--- config.mk ---
export PLATFORM = sky130hd
export DESIGN_NAME = fsm_ab_stim_driver
export DESIGN_NICKNAME = d
export VERILOG_FILES = /design/src/rtl/fsm_ab_stim_driver.sv
export SDC_FILE = /design/constraint.sdc
export NUM_CORES = 1
export LEC_CHECK = 0
export ABC_AREA = 1
export ABC_CLOCK_PERIOD_IN_PS = 1700
export BUFFER_PORTS_ARGS = -buffer_cell sky130_fd_sc_hd__buf_2
export CORE_UTILIZATION = 40
export DETAILED_ROUTE_END_ITERATION = 10
export GPL_ROUTABILITY_DRIVEN = 0
export PLACE_DENSITY = 0.71
export SYNTH_ARGS = -nofsm -noshare
export SYNTH_HDL_FRONTEND = slang
export SYNTH_SLANG_ARGS = --single-unit
--- constraint.sdc ---
create_clock -name clk -period 1.7 [get_ports clk]
set_input_delay 0.34 -clock clk [delete_from_list [all_inputs] [get_ports clk]]
set_output_delay 0.34 -clock clk [all_outputs]
set_load 0.02 [all_outputs]
--- src/rtl/fsm_ab_stim_driver.sv ---
`default_nettype none
// ============================================================================
// Module   : fsm_ab_stim_driver
// Purpose  : Serially drives a latched (a,b) symbol sequence into an a/b-input
//            FSM and counts asserted cycles of its Mealy (y0) and Moore (y1)
//            outputs.
// Revision : 1.0 - initial release
// ============================================================================
module fsm_ab_stim_driver #(
    parameter int LEN  = 8,
    parameter int HOLD = 1
) (
    input  logic           clk,
    input  logic           reset,
    input  logic           start,
    input  logic [LEN-1:0] seq_a,
    input  logic [LEN-1:0] seq_b,
    input  logic           y0_in,
    input  logic           y1_in,
    output logic           a_out,
    output logic           b_out,
    output logic           busy,
    output logic           done,
    output logic [7:0]     y0_cnt,
    output logic [7:0]     y1_cnt
);

    localparam int                 c_IDX_W     = (LEN > 1) ? $clog2(LEN) : 1;
    localparam logic [c_IDX_W-1:0] c_IDX_LAST  = c_IDX_W'(LEN - 1);
    localparam logic [7:0]         c_HOLD_LAST = 8'(HOLD - 1);

    localparam logic [1:0] S_IDLE  = 2'd0;
    localparam logic [1:0] S_DRIVE = 2'd1;
    localparam logic [1:0] S_FLUSH = 2'd2;
    localparam logic [1:0] S_DONE  = 2'd3;

    logic [1:0]         r_state;
    logic [LEN-1:0]     r_seq_a;
    logic [LEN-1:0]     r_seq_b;
    logic [c_IDX_W-1:0] r_idx;
    logic [7:0]         r_hold_cnt;
    logic [c_IDX_W-1:0] w_next_idx;

    assign w_next_idx = r_idx + 1'b1;

    function automatic logic [7:0] sat_inc(input logic [7:0] v);
        return (v == 8'hFF) ? v : v + 8'd1;
    endfunction

    always_ff @(posedge clk) begin
        if (reset) begin
            r_state    <= S_IDLE;
            r_seq_a    <= '0;
            r_seq_b    <= '0;
            r_idx      <= '0;
            r_hold_cnt <= '0;
            a_out      <= 1'b0;
            b_out      <= 1'b0;
            busy       <= 1'b0;
            done       <= 1'b0;
            y0_cnt     <= '0;
            y1_cnt     <= '0;
        end else begin
            case (r_state)
                S_IDLE: begin
                    a_out <= 1'b0;
                    b_out <= 1'b0;
                    busy  <= 1'b0;
                    done  <= 1'b0;
                    if (start) begin
                        r_seq_a    <= seq_a;
                        r_seq_b    <= seq_b;
                        r_idx      <= '0;
                        r_hold_cnt <= '0;
                        y0_cnt     <= '0;
                        y1_cnt     <= '0;
                        // Symbol 0 goes straight from the inputs so it appears the cycle after accept
                        a_out      <= seq_a[0];
                        b_out      <= seq_b[0];
                        busy       <= 1'b1;
                        r_state    <= S_DRIVE;
                    end
                end
                S_DRIVE: begin
                    if (y0_in) y0_cnt <= sat_inc(y0_cnt);
                    if (y1_in) y1_cnt <= sat_inc(y1_cnt);
                    if (r_hold_cnt == c_HOLD_LAST) begin
                        r_hold_cnt <= '0;
                        if (r_idx == c_IDX_LAST) begin
                            a_out   <= 1'b0;
                            b_out   <= 1'b0;
                            r_state <= S_FLUSH;
                        end else begin
                            r_idx <= w_next_idx;
                            a_out <= r_seq_a[w_next_idx];
                            b_out <= r_seq_b[w_next_idx];
                        end
                    end else begin
                        r_hold_cnt <= r_hold_cnt + 8'd1;
                    end
                end
                S_FLUSH: begin
                    // Moore output settles one cycle after the last symbol
                    if (y1_in) y1_cnt <= sat_inc(y1_cnt);
                    done    <= 1'b1;
                    r_state <= S_DONE;
                end
                S_DONE: begin
                    done    <= 1'b0;
                    busy    <= 1'b0;
                    r_state <= S_IDLE;
                end
                default: r_state <= S_IDLE;
            endcase
        end
    end

endmodule
`default_nettype wire
=== Word-level counts from Yosys, hierarchy flattened ===
Index checks and enable logic that the tools add are counted.

* Register bits after elaboration: 49
* Input port bits: 21
* Output and inout bits: 20
* Logic and storage cells: 77

* Add/subtract/negate cells: 4
* $lt $le $gt $ge: 1
* Equal/unequal tests: 14
* Muxes and demuxes: 32
* Reduce and logical (&&, ||, !) cells: 15

{| class="wikitable"
|+ Operator list
! kind !! count
|-
| $mux 8 || 6
|-
| $pmux 8 s2 || 3
|-
| $add 8x1->8 const B || 3
|-
| $eq 8x8->1 const B || 2
|-
| $ne 2x2->1 const B || 7
|-
| $reduce_and 4->1 || 3
|-
| $mux 1 || 9
|-
| $mux 3 || 3
|-
| $logic_not 8->1 || 1
|-
| $pmux 1 s2 || 4
|-
| $pmux 2 s4 || 1
|-
| $reduce_bool 2->1 || 4
|-
| $bmux 1 s3 || 2
|-
| $mux 2 || 3
|-
| $pmux 3 s2 || 1
|-
| $reduce_and 2->1 || 3
|-
| $eq 2x2->1 const B || 2
|-
| $lt 3x4->1 const B || 1
|-
| $reduce_or 2->1 || 2
|-
| $add 3x1->3 const B || 1
|-
| $eq 3x3->1 const B || 1
|-
| $reduce_and 3->1 || 1
|-
| $eq 2x1->1 const B || 1
|-
| $logic_not 2->1 || 1
|-
| $ne 2x1->1 const B || 1
|}

=== Depth between registers and ports, before layout ===
* Word-level depth: 6
* Depth in mapped cells: 10
* Gate-level depth less buffers: 10

=== Worst setup path before layout ===
OpenSTA, ideal clock, no wires.

* Path kind: register to register
* Start point: register r_state[0]
* End point: register y1_cnt[1]
* Library setup time: 0.129 ns
* Arrival time: 1.415 ns
* Required time: 1.571 ns
* Path slack: 0.156 ns
* Stages on the path, launching flop included: 8
* Buffers on the path: 0
* Clock period less this slack: 1.544 ns
* Path through: dfxtp_1 inv_1 ha_1 clkinv_1 nand2_1 nand2_2 o21ai_0 nor2_1

* Word-level cells in the longest chain between the ends: 4
* Elaborated cells between the ends (all ways): 10
* Those cells by class: 5 x eq/ne; 1 x mux; 4 x reduce/logical

{| class="wikitable"
|+ Ends and longest elaborated chain
! element !! RTL line !! source
|-
| start, declared || 37 || <nowiki>logic [1:0] r_state;</nowiki>
|-
| start signal, assigned || 52 || <nowiki>r_state <= S_IDLE;</nowiki>
|-
| start signal, assigned || 81 || <nowiki>r_state <= S_DRIVE;</nowiki>
|-
| start signal, assigned || 92 || <nowiki>r_state <= S_FLUSH;</nowiki>
|-
| $eq 2x2->1 / $eq 2x1->1 (equally long branches) || 64 || <nowiki>case (r_state)</nowiki>
|-
| $reduce_or 2->1 (no source line) || - ||
|-
| $ne 2x2->1 (no source line), or another cell as far along || - ||
|-
| $reduce_and 4->1 (no source line) || - ||
|-
| end signal, assigned || 86 || <nowiki>if (y1_in) y1_cnt <= sat_inc(y1_cnt);</nowiki>
|-
| end signal, assigned || 104 || <nowiki>if (y1_in) y1_cnt <= sat_inc(y1_cnt);</nowiki>
|-
| end, declared || 25 || <nowiki>output logic [7:0] y1_cnt</nowiki>
|}

Parallel ways exist; a longest one is shown, timed or not.
A chain may end at the register's enable or synchronous reset.

=== Worst setup path after layout ===
* Start point: register r_state[1]
* End point: register y1_cnt[5]

The elaborated chain is that of the path after synthesis.

==> results.py <==
metrics = {
    "power": {
        "intPower_mw": 2.57,
        "power.leakage_nw": 1.47,
        "p_seq_share_pct": 34.6,
        "swShare_pct": 41.4,
        "p_per_area_nw_per_um2": 1390,
        "p_clk_share_pct": 18.2,
        "power_frac_comb_pct": 47.2,
        "max-vdd-ir-drop_mv": 0.691,
        "total_power_mw": 4.38,
        "p_switching_mw": 1.82,
    },
    "routing": {
        "route.detailed.drc": 0,
        "dr.pass1.iters": 4,
        "vias": 2644,
        "routed_wl_um": 5870,
        "antenna_left": 0,
        "wl_per_cell_um": 10.9,
        "drt-vias-per-instance": 4.90,
        "drt_iter0_drc": 150,
    },
    "setup_path": {
        "cp_common_cell": "nor2_1",
        "path_class": "flip-flop to flip-flop",
        "slowest_delay_ns": 0.40,
        "crit_arrival_ns": 1.78,
        "path_cells": "inv_1 -> ha_2 -> nand2_1 -> a21oi_1 -> nand2_1 -> nand2_4 -> nor2_1 -> nor2_1 -> nor2_1",
        "critPathSlowestCell": "ha_2",
        "worst-path-max-fanout": 10,
        "critical_path_required_ns": 1.89,
        "end_kind": "flip-flop",
        "worstSetupStartpointType": "flip-flop",
    },
    "sta": {
        "report.final.slew_viol_count": 0,
        "grt_setup_unrepaired": "true",
        "slew_headroom_pct": 80.2,
        "hold-worst-slack_ns": 0.289,
        "tightest_slew_ns": 0.296,
        "setup_slack_ns": 0.108,
        "period_share_pct": 93.6,
        "setup_tns_ns": 0,
        "finalHoldViolations": 0,
        "setup_viol": 0,
        "max_freq_mhz": 628,
        "fin_crit_ns": 1.59,
        "skew_ns": 0.00846,
    },
    "cts": {
        "clk_path_buf_depth": 2,
        "cts_tree": "done",
        "cts_sinks": 49,
        "cts_root_buf": "clkbuf_8",
        "h-tree-depth": 2,
        "numCtsBuffers": 5,
        "clkSlewWorstSetupHoldPaths_ns": 0.08,
        "cts_setup_buffers": 0,
        "clkLatencyLatePin_ns": 0.30,
        "holdBufCountCts": 0,
    },
    "logic_synthesis": {
        "avgSynthCellArea_um2": 6.43,
        "synth.area.top_cells": "dfxtp_1, nand2_1, nor2_1, inv_1, a21oi_1",
        "netlist_instances": 416,
        "ys.warnings.count": 0,
        "ys_ff_latch": 49,
        "synth_cell_type_count": 27,
        "ys_seq_area_share_pct": 36.7,
        "syn_nets": 448,
        "syn-cell-area_um2": 2670,
        "yosysTopAreaCellShare_pct": 36.7,
        "synth_top_cell_by_area": "dfxtp_1",
    },
    "global_routing": {
        "gr-total-overflow": 0,
        "antenna_found_initial": 0,
        "grtUsageTotal_pct": 17.5,
        "grt_pass1_vias": 2350,
        "grt_pass1_wl_um": 10300,
        "grt_max_degree": 29,
    },
    "place": {
        "dpl_cell_area_um2": 3020,
        "dp.cells": 533,
        "hpwl_um": 4410,
        "io_buffer_count": 40,
        "dp_slack_ns": 0.0797,
    },
    "die": {
        "dieArea_um2": 7020,
        "die_w_um": 83.8,
        "start_util_pct": 41.9,
        "pin_count": 41,
        "rows": 29,
        "fp.dieH_um": 83.8,
        "coreArea_um2": 6390,
    },
    "min_path": {
        "hp-class": "input pin to flip-flop",
    },
    "finish": {
        "seqCellArea_um2": 981,
        "fin_util_pct": 49.5,
        "final_cells": 540,
        "final_cell_mix": "nand2_1, nor2_1, inv_1",
        "multi_input_area_um2": 1450,
        "final_common_cell": "nand2_1",
        "area_growth_pct": 18.1,
        "fin_nets": 495,
        "drive_above_1_share_pct": 15.1,
        "n_antenna_cell": 0,
        "finalInstanceArea_um2": 3160,
        "fillerInstances": 659,
    },
    "run_status": {
        "outcome": "complete, no violations",
    },
    "job": {
        "maxCapViolations": 0,
    },
}
==> final timing paths <==
| path | from | endpoint | slack (ns) | cells past startpoint |
|---|---|---|---|---|
| worst max-delay path | r_state[1] | y1_cnt[5] | 0.11 | 9 |
| worst min-delay path | seq_b[3] | r_seq_b[3] | 0.29 | 3 |
| worst max register to register | r_state[1] | y1_cnt[5] | 0.11 | 9 |
| worst min register to register | r_seq_b[0] | r_seq_b[0] | 0.45 | 2 |
==> synth_stat cells <==
cell / number
o211a_1: 1
a21oi_2: 1
buf_2: 4
nand3b_1: 2
ha_1: 11
nand3_2: 1
inv_1: 57
xor2_1: 2
nor3b_1: 1
xnor2_1: 1
inv_2: 1
buf_1: 1
nand2_2: 2
clkinv_1: 1
buf_6: 1
o21a_1: 1
nor3_1: 5
nand4_1: 8
or2_0: 1
o21ai_0: 27
nand3_1: 32
clkbuf_1: 7
a21oi_1: 37
dfxtp_1: 49
o21ai_2: 1
nand2_1: 97
nor2_1: 64
==> flip-flops by register name (all words and copies together), names as in the netlist <==
signal,flops
r_seq_b,8
r_state,2
busy,1
y0_cnt,8
done,1
b_out,1
a_out,1
r_idx,3
y1_cnt,8
r_seq_a,8
r_hold_cnt,8
==> layout make-up <==
class | instances | area share [%]
Clock buffer | 5 | 2.18
Clock inverter | 2 | 1.11
Inverter | 59 | 7.01
Multi-Input combinational cell | 295 | 45.8
Sequential cell | 49 | 31.1
Tap cell | 77 | 3.05
Timing Repair Buffer | 53 | 9.83
==> kinds of logic (layout without fill, tap and decap cells) <==
logic type               count (synthesis)  in the layout  share of synthesized area [%]
AO/OA/AOI/OAI                           68             68                           13.3
adder cells (fa/ha/maj)                 11             11                           5.15
buffers and inverters                   72            119                           10.6
flip-flops                              49             49                           36.7
XOR/XNOR                                 3              3                          0.983
AND/OR/NAND/NOR                        213            213                           33.3
==> power groups by stage <==
stage | sequential [mW] | clock, mW | combinational (mW)
2_1_floorplan | 1.61 | 0 | 1.38
3_3_place_gp | 1.53 | 0 | 1.96
3_5_place_dp | 1.54 | 0 | 1.99
4_1_cts | 1.52 | 0.829 | 2.00
5_1_grt | 1.54 | 0.871 | 2.37
6_report | 1.52 | 0.797 | 2.07
==> worst max-delay path, delay by kind of cell (launching register included) <==
family | cells | cell delay [ns]
adders and majority gates | 1 | 0.40
buffers and inverters | 1 | 0.09
and+or+nand+nor | 6 | 0.50
AOI/OAI and AO/OA | 1 | 0.12
DFF | 1 | 0.38
==> routing by layer <==
layer | global-route usage (%) | wire (µm) | part of all wire, %
met5 | 0 | 0 | 0
met4 | 4.62 | 43 | 0.73
met3 | 3.46 | 265 | 4.5
met2 | 27.7 | 2590 | 44
met1 | 24.4 | 2970 | 51
==> repair_timing <==
item / CTS / global route
gates resized for setup: 0 / 10
endpoints found under the setup margin: 0 / 16
endpoints found under the hold margin: 0 / 0
(Power assumes the default switching activity.)
